**config.mk**
```make
export PLATFORM = sky130hd
export DESIGN_NAME = data_bus_bridge
export DESIGN_NICKNAME = d
export VERILOG_FILES = /design/src/rtl/data_bus_bridge.sv
export SDC_FILE = /design/constraint.sdc
export NUM_CORES = 1
export LEC_CHECK = 0
export BUFFER_PORTS_ARGS = -buffer_cell sky130_fd_sc_hd__buf_4
export CAP_MARGIN = 20
export CORE_MARGIN = 2
export CORE_UTILIZATION = 42
export DETAILED_ROUTE_END_ITERATION = 7
export HOLD_SLACK_MARGIN = 0.06
export PLACE_DENSITY = 0.76
export SYNTH_ARGS = -nofsm -noshare
export SYNTH_HDL_FRONTEND = slang
export SYNTH_SLANG_ARGS = --single-unit
```
**constraint.sdc**
```tcl
create_clock -name clk -period 1.7 [get_ports clk]
set_input_delay 0.51 -clock clk [delete_from_list [all_inputs] [get_ports clk]]
set_output_delay 0.51 -clock clk [all_outputs]
set_load 0.05 [all_outputs]
```
**src/rtl/data_bus_bridge.sv**
```systemverilog
// ============================================================================
// data_bus_bridge
//
// Purpose:
//   Sits downstream of the memory-access stage on the data side of the CPU.
//   It turns the stage's single-cycle combinational access request into a
//   registered request/acknowledge transaction on an external data bus that
//   may insert wait states. While a transaction is outstanding it asks the
//   pipeline controller to stall. The full 32-bit read word is returned; byte
//   lane extraction is left to the memory-access stage.
//
// Parameters:
//   TIMEOUT   bus cycles without ack before the transaction is aborted
//             (0 disables the timeout)
//   CNT_W     width of the timeout counter, must be able to hold TIMEOUT
//
// Ports:
//   clk          in   system clock, rising edge
//   rst          in   asynchronous, active-low reset
//   mem_ce_i     in   access request from the memory-access stage
//   mem_we_i     in   1 = write, 0 = read
//   mem_addr_i   in   [31:0] access address
//   mem_sel_i    in   [3:0] byte enables, bit3 = data[31:24]
//   mem_data_i   in   [31:0] store data
//   stall_i      in   pipeline held by another stage this cycle
//   flush_i      in   pipeline flush
//   mem_data_o   out  [31:0] registered read word to the memory-access stage
//   stallreq_o   out  stall request to the pipeline controller
//   bus_req_o    out  bus request
//   bus_we_o     out  bus write enable
//   bus_addr_o   out  [31:0] bus address
//   bus_sel_o    out  [3:0] bus byte enables
//   bus_wdata_o  out  [31:0] bus write data
//   bus_ack_i    in   bus acknowledge, read data valid in the same cycle
//   bus_rdata_i  in   [31:0] bus read data
//   err_o        out  one-cycle pulse after a timeout abort
// ============================================================================
module data_bus_bridge #(
    parameter int TIMEOUT = 255,
    parameter int CNT_W   = 8
) (
    input  logic        clk,
    input  logic        rst,
    input  logic        mem_ce_i,
    input  logic        mem_we_i,
    input  logic [31:0] mem_addr_i,
    input  logic [3:0]  mem_sel_i,
    input  logic [31:0] mem_data_i,
    input  logic        stall_i,
    input  logic        flush_i,
    output logic [31:0] mem_data_o,
    output logic        stallreq_o,
    output logic        bus_req_o,
    output logic        bus_we_o,
    output logic [31:0] bus_addr_o,
    output logic [3:0]  bus_sel_o,
    output logic [31:0] bus_wdata_o,
    input  logic        bus_ack_i,
    input  logic [31:0] bus_rdata_i,
    output logic        err_o
);

    typedef enum logic [1:0] {
        S_IDLE = 2'd0,
        S_BUS  = 2'd1,
        S_DONE = 2'd2
    } state_t;

    // Counter value on the last BUS cycle before an abort. Only meaningful
    // when the timeout is enabled.
    localparam logic [CNT_W-1:0] LP_CNT_LAST = CNT_W'(TIMEOUT - 1);

    state_t           r_state;
    logic [CNT_W-1:0] r_cnt;
    logic             r_drop;

    logic w_valid;
    logic w_drop;
    logic w_timeout;

    // An access with no byte lanes enabled is not a real access.
    assign w_valid   = mem_ce_i && (mem_sel_i != 4'b0000);
    // A flush arriving in the very cycle the bus finishes still discards it.
    assign w_drop    = r_drop || flush_i;
    assign w_timeout = (TIMEOUT != 0) && (r_cnt == LP_CNT_LAST);

    // Stall request is combinational so the access cycle itself is held.
    // Gated by reset so nothing is requested while the bridge is held reset.
    always_comb begin
        stallreq_o = 1'b0;
        case (r_state)
            S_IDLE:  stallreq_o = rst && w_valid && !flush_i;
            S_BUS:   stallreq_o = 1'b1;
            default: stallreq_o = 1'b0;
        endcase
    end

    always_ff @(posedge clk or negedge rst) begin
        if (!rst) begin
            r_state     <= S_IDLE;
            r_cnt       <= '0;
            r_drop      <= 1'b0;
            mem_data_o  <= '0;
            bus_req_o   <= 1'b0;
            bus_we_o    <= 1'b0;
            bus_addr_o  <= '0;
            bus_sel_o   <= '0;
            bus_wdata_o <= '0;
            err_o       <= 1'b0;
        end else begin
            err_o <= 1'b0;
            case (r_state)
                S_IDLE: begin
                    if (w_valid && !flush_i) begin
                        bus_we_o    <= mem_we_i;
                        bus_addr_o  <= mem_addr_i;
                        bus_sel_o   <= mem_sel_i;
                        bus_wdata_o <= mem_data_i;
                        bus_req_o   <= 1'b1;
                        r_cnt       <= '0;
                        r_drop      <= 1'b0;
                        r_state     <= S_BUS;
                    end
                end

                S_BUS: begin
                    // The bus transaction always runs to completion; a flush
                    // only marks its result to be thrown away.
                    if (flush_i) begin
                        r_drop <= 1'b1;
                    end
                    if (bus_ack_i) begin
                        bus_req_o <= 1'b0;
                        if (!bus_we_o && !w_drop) begin
                            mem_data_o <= bus_rdata_i;
                        end
                        r_drop  <= 1'b0;
                        r_state <= w_drop ? S_IDLE : S_DONE;
                    end else if (w_timeout) begin
                        bus_req_o <= 1'b0;
                        err_o     <= 1'b1;
                        if (!w_drop) begin
                            mem_data_o <= '0;
                        end
                        r_drop  <= 1'b0;
                        r_state <= w_drop ? S_IDLE : S_DONE;
                    end else begin
                        r_cnt <= r_cnt + 1'b1;
                    end
                end

                S_DONE: begin
                    // Result stays presented while the pipeline is held; any
                    // request seen here is re-evaluated from IDLE.
                    if (!(stall_i && !flush_i)) begin
                        r_state <= S_IDLE;
                    end
                end

                default: r_state <= S_IDLE;
            endcase
        end
    end

endmodule

```
==> impl_metrics.csv, run 1 <==
group,metric,value,unit
run_status,status,"complete, but fails checks",
run_status,violations,"negative setup slack",
setup_path,worstReg2RegEnd,"r_cnt[3]",
placement,dp_worst_setup_slack,-0.411,ns
synthesis,syn_area,4460,um^2
floorplanning,num_rows,37,
sta,setup_viol,1,
cts,holdBufCountCts,0,
synthesis,ys.flop_type,"dfrtp_1",
synthesis,avgSynthCellArea,10.3,um^2
setup_path,worstPathMaxFanout,2,
routing,viasPerCell,4.84,
placement,place_congestion,0.796,
setup_path,r2r_slack,0.10,ns
setup_path,crit_path_end,"stallreq_o",
setup_path,crit_chain,"buf_4 -> or4_4 -> a31oi_4 -> nor2_4 -> buf_6",
layout,area_growth,55.5,%
setup_path,r2r-start,"r_cnt[0]",
cts,clk_latency,0.50,ns
sta,fin_crit,2.07,ns
setup_path,crit_buf_inv,2,
global_routing,grt_max_degree,115,
sta,slew_violations,0,
synthesis,synth_top_family_by_area,"simple AND/OR/NAND/NOR gates",
setup_path,startpoint,"mem_sel_i[1]",
synthesis,synth_warnings,0,
sta,worst_slack,-0.368,ns
synthesis,yosysUniqueCellTypes,33,
global_routing,grt_first_pass_wirelength,18400,um
sta,finalCritPeriodShare,1.22,
layout,seqCellArea,2860,um^2
cts,cts.sinks,114,
synthesis,async_reset_ff_frac,1.00,
setup_path,rr_worst_depth,7,
cts,cts_root_buf,"clkbuf_8",
placement,port_buffers,210,
setup_path,setup.worst_path.end_class,"output port",
routing,detail_route.wl_per_cell,14.5,um
setup_path,criticalPathCategory,"primary input to output port",
sta,slew_headroom,0.615,
synthesis,synth_seq_cells,114,
layout,n_antenna_cell,0,
sta,worstMarginPinSlew,0.578,ns
setup_path,arrival,1.56,ns
power_and_ir_drop,p_per_area,1900,nW/um^2
power_and_ir_drop,ir_drop,1070,uV
layout,drive_gt1_frac,0.406,
synthesis,syn_inst,433,
layout,nNetsFinal,770,
layout,fin_util,0.671,
setup_path,path_delay_family,"simple AND/OR/NAND/NOR gates",
sta,skew,0.0122,ns
placement,hpwl,8260,um
synthesis,synth-compound-area-share,0.0929,
global_routing,grt_pass1_vias,3896,
floorplanning,initial_core_util,0.432,
floorplanning,die_w,107,um
cts,cts_max_level,4,
synthesis,synth-xor-area-share,0.00197,
global_routing,antenna_found_initial,0,
setup_path,crit_cells,5,
hold_path,hold_class,"primary input to async pin",
global_routing,grt-ovfl-total,0,
layout,multiInputGateArea,1480,um^2
synthesis,seq_area_frac_synth,0.640,
synthesis,syn_nets,542,
floorplanning,core_area,10300,um^2
routing,vias,3908,
layout,fill_cells,798,
floorplanning,dieArea,11500,um^2
routing,drt_iter0_markers,240,
synthesis,synth_mux_area_frac,0.00225,
floorplanning,io_pins,211,
cts,clk_pin_slew,0.06,ns
synthesis,synth_edf_count,0,
global_routing,track_usage,0.205,
setup_path,critPathLaunchType,"primary input",
sta,fmax,483,MHz
power_and_ir_drop,power,13.2,mW
setup_path,critPathRequiredTime,1.19,ns
cts,cts_buffer_depth,2,
setup_path,critPathSlowestCell,"or4_4",
floorplanning,die_h,107,um
power_and_ir_drop,p_leak,3.77,nW
cts,cts_made_buffers,17,
job,max_cap_violations,0,
setup_path,slowest_delay,0.56,ns
routing,totalWireLength,11700,um
synthesis,synthAdderAreaFrac,0.00561,
routing,dr.pass1.iters,5,
routing,drc,0,
sta,final_hold_viol_count,0,
sta,rsz0062_at_grt,"true",
routing,antenna_left,0,
cts,cts_tree,"yes",
synthesis,synth-simple-area-share,0.219,
==> cell usage after synthesis (2+ instances only) <==
master,n,area share
nand2_1,210,0.18
dfrtp_1,114,0.64
a22o_1,32,0.063
buf_2,11,0.012
buf_6,9,0.023
o21ai_0,9,0.010
nor2_1,7,0.0059
a21oi_1,5,0.0056
inv_1,3,0.0025
nand3_1,3,0.0034
o211ai_1,3,0.0051
or3_1,3,0.0042
a31oi_1,2,0.0028
ha_1,2,0.0056
nand2b_1,2,0.0028
==> logic make-up (layout without fill, tap and decap cells) <==
logic type,Yosys count,count (layout)
mux,1,1
buf+inv,24,263
simple gates,237,237
compound gates,54,54
xor+xnor,1,1
flops,114,114
fa+ha+maj,2,2
==> per-layer routing <==
layer	track usage	vias to the layer above	part of all wire
met1	0.254	1842	0.42
met2	0.339	167	0.49
met3	0.0590	20	0.073
li1	-	1879	-
met5	0	-	0
met4	0.0798	0	0.017
==> worst min path at each step <==
stage / start / endpoint / slack, ns / cells past startpoint
detailed placement: bus_wdata_o[3] / bus_wdata_o[3] / 0.46 / 2
floorplan: rst / bus_addr_o[0] / 0.21 / 0
global route: rst / bus_wdata_o[29] / 0.18 / 2
global placement: bus_addr_o[1] / bus_addr_o[1] / 0.46 / 2
finish: rst / bus_addr_o[13] / 0.15 / 2
CTS: rst / bus_addr_o[16] / 0.15 / 2
==> layout make-up <==
cell class	count	share of cell area
Inverter	3	0.00162
Clock buffer	20	0.0657
Timing Repair Buffer	230	0.260
Tap cell	136	0.0245
Multi-Input combinational cell	295	0.213
Sequential cell	114	0.412
Clock inverter	10	0.0227
==> power breakdown <==
| part | leakage, nW | switching [mW] | internal, mW |
|---|---|---|---|
| registers | 1.43 | 0.474 | 3.53 |
| logic | 2.04 | 3.81 | 1.71 |
| clock network | 0.295 | 1.19 | 2.47 |
| total | 3.77 | 5.47 | 7.71 |
==> placed cells by master, fill, tap and decap left out, drive strengths merged, types with 2 or more instances in the layout <==
cell type	synthesis	routed
nand4	2	2
bufinv	0	4
clkbuf	1	20
o31ai	2	2
inv	3	3
nand2b	2	2
nor2	7	7
a31oi	2	2
ha	2	2
o211ai	3	3
nand3	4	4
nand3b	2	2
buf	20	230
nand2	210	210
o21ai	9	9
clkinvlp	0	3
dfrtp	114	114
or3	3	3
a21oi	5	5
nor4	2	2
a22o	32	32
and3	2	2
clkinv	0	3
==> metrics by stage <==
| step | hold slack (ns) | cell area (um^2) | cells | setup TNS [ns] |
|---|---|---|---|---|
| finish | 0.146 | 6930 | 808 | -0.368 |
| global placement | 0.460 | 6290 | 777 | -21.79 |
| floorplan | 0.214 | 4480 | 433 | -1.59 |
| detailed placement | 0.463 | 6290 | 777 | -22.35 |
| global route | 0.178 | 6930 | 808 | -0.410 |
| CTS | 0.155 | 6910 | 807 | -0.376 |
==> flip-flops by register name, summed over array words and instances (netlist names), 2 cells and up <==
name,count
bus_addr_o,32
bus_sel_o,4
bus_wdata_o,32
mem_data_o,32
r_cnt,8
r_state,2
==> what timing repair did <==
item,in CTS,in global routing
resized for setup,1,4
setup buffers,0,1
hold endpoints to repair,0,0
pin swaps,0,2
endpoints found under the setup margin,1,35
No activity file was read; power rests on OpenSTA's default activity.
==> inputs of run 2 (changes only) <==
- MAX_ROUTING_LAYER: not set -> met4
==> run 2 against run 1 <==
  * The flow still finishes with violations (negative setup slack)
  * Critical path depth is the same
  * Count of clock-buffer cells in the layout is the same
  * Wire length rose by 0.48%
  * Sequential power about the same
  * Global-route usage rose by 0.62 points
  * Largest cell class unchanged
==> impl_metrics.csv, run 2 (synthesis gave the netlist of run 1 again) <==
group,metric,value,unit
cts,cts_made_buffers,17,
layout,most-common-layout-cells,"buf_4 (223), nand2_1 (210), dfrtp_1 (112), a22o_1 (32), clkbuf_16 (16)",
sta,slew_headroom,0.601,
job,max_cap_violations,0,
global_routing,antenna_found_initial,0,
sta,hold_slack,0.132,ns
setup_path,worstPathMaxFanout,2,
layout,fin_util,0.671,
layout,postLayoutCellArea,6930,um^2
power_and_ir_drop,power,13.2,mW
routing,antenna_left,0,
routing,drc,0,
setup_path,r2r-start,"r_cnt[0]",
routing,vias,3927,
setup_path,rr_worst_depth,7,
power_and_ir_drop,p_per_area,1900,nW/um^2
floorplanning,io_pins,211,
global_routing,grt_pass1_vias,3887,
sta,worstMarginPinSlew,0.598,ns
layout,stdcell_count,808,
layout,top_regs,"bus_addr_o x32, bus_wdata_o x32, mem_data_o x32",
setup_path,setup.worst_path.end_class,"output port",
cts,holdBufCountCts,0,
global_routing,grt_max_degree,115,
sta,skew,0.0124,ns
setup_path,criticalPathCategory,"primary input to output port",
power_and_ir_drop,ir_drop,1070,uV
layout,n_antenna_cell,0,
layout,area_growth,55.5,%
sta,fin_tns_setup,-0.369,ns
setup_path,arrival,1.56,ns
cts,cts_root_buf,"clkbuf_8",
routing,viasPerCell,4.86,
layout,drive_gt1_frac,0.406,
sta,fmax,483,MHz
floorplanning,core_area,10300,um^2
cts,cts_max_level,4,
power_and_ir_drop,p_int,7.71,mW
power_and_ir_drop,clkPwrFrac,0.278,
cts,cts_buffer_depth,2,
routing,dr.pass1.iters,4,
power_and_ir_drop,seqPwrFrac,0.304,
floorplanning,die_w,107,um
layout,nNetsFinal,770,
layout,mostFrequentLayoutCell,"buf_4",
floorplanning,dieArea,11500,um^2
setup_path,startpoint,"mem_sel_i[1]",
power_and_ir_drop,p_sw_frac,0.415,
sta,final_hold_viol_count,0,
cts,clk_latency,0.50,ns
placement,port_buffers,210,
power_and_ir_drop,combinationalPowerShare,0.419,
global_routing,track_usage,0.211,
run_status,violations,"negative setup slack",
setup_path,critPathLaunchType,"primary input",
global_routing,grt_first_pass_wirelength,18400,um
floorplanning,num_rows,37,
placement,hpwl,8260,um
cts,cts_tree,"yes",
placement,place_inst,777,
sta,fin_crit,2.07,ns
cts,cts.sinks,114,
sta,setup_viol,1,
run_status,status,"complete, but fails checks",
sta,slew_violations,0,
routing,detail_route.wl_per_cell,14.6,um
floorplanning,initial_core_util,0.432,
sta,rsz0062_at_grt,"true",
setup_path,r2r_slack,0.10,ns
sta,finalCritPeriodShare,1.22,
cts,clk_pin_slew,0.05,ns
routing,drt_iter0_markers,284,
sta,worst_slack,-0.369,ns
routing,totalWireLength,11800,um
hold_path,hold_class,"primary input to async pin",
floorplanning,die_h,107,um
power_and_ir_drop,p_leak,3.77,nW
setup_path,worstReg2RegEnd,"r_cnt[3]",
placement,postPlaceCellArea,6290,um^2
placement,place_congestion,0.807,
setup_path,critPathRequiredTime,1.19,ns
power_and_ir_drop,switchingPower,5.47,mW
global_routing,grt-ovfl-total,0,
placement,dp_worst_setup_slack,-0.411,ns
-- run 2: cell counts in the layout (fill, tap and decap cells not counted) --
Identical to the previous run, type by type.
-- run 2: area by class of cell --
type	instances	area [um^2]
well taps	136	170
repair buffers	230	1810
inverters	3	11.3
flip-flops and latches	114	2860
fillers	798	3390
clock inverters	10	158
clock buffers	20	455
multi-input cells	295	1480
-- run 2: timing repair --
| item | CTS | global route |
|---|---|---|
| gates resized for setup | 1 | 4 |
| pin swaps | 0 | 2 |
| endpoints found under the setup margin | 1 | 35 |
| hold endpoints to repair | 0 | 0 |
| buffers inserted | 0 | 1 |
-- run 2: worst max-delay path, cell delays in order --
cell	delay [ns]
buf_4	0.12
or4_4	0.56
a31oi_4	0.18
nor2_4	0.05
buf_6	0.15
-- run 2: power groups by stage --
stage,logic [mW],registers (mW),clock network [mW]
detailed placement,5.53,4.03,0
floorplan,0.853,6.79,0
finish,5.52,4.01,3.66
CTS,5.56,4.00,3.72
global route,5.78,4.10,3.87
global placement,5.48,4.00,0
-- run 2: layer usage --
layer	share of wire	track usage	up-vias
met4	0.019	0.0798	0
met2	0.49	0.338	170
li1	-	-	1880
met1	0.42	0.260	1855
met3	0.068	0.0523	22
met5	0	-	-
-- run 2: how the worst max path moves through the flow --
stage	endpoint	slack, ns
detailed placement	stallreq_o	-0.41
CTS	stallreq_o	-0.38
global placement	stallreq_o	-0.41
floorplan	stallreq_o	-0.15
global route	stallreq_o	-0.39
finish	stallreq_o	-0.37
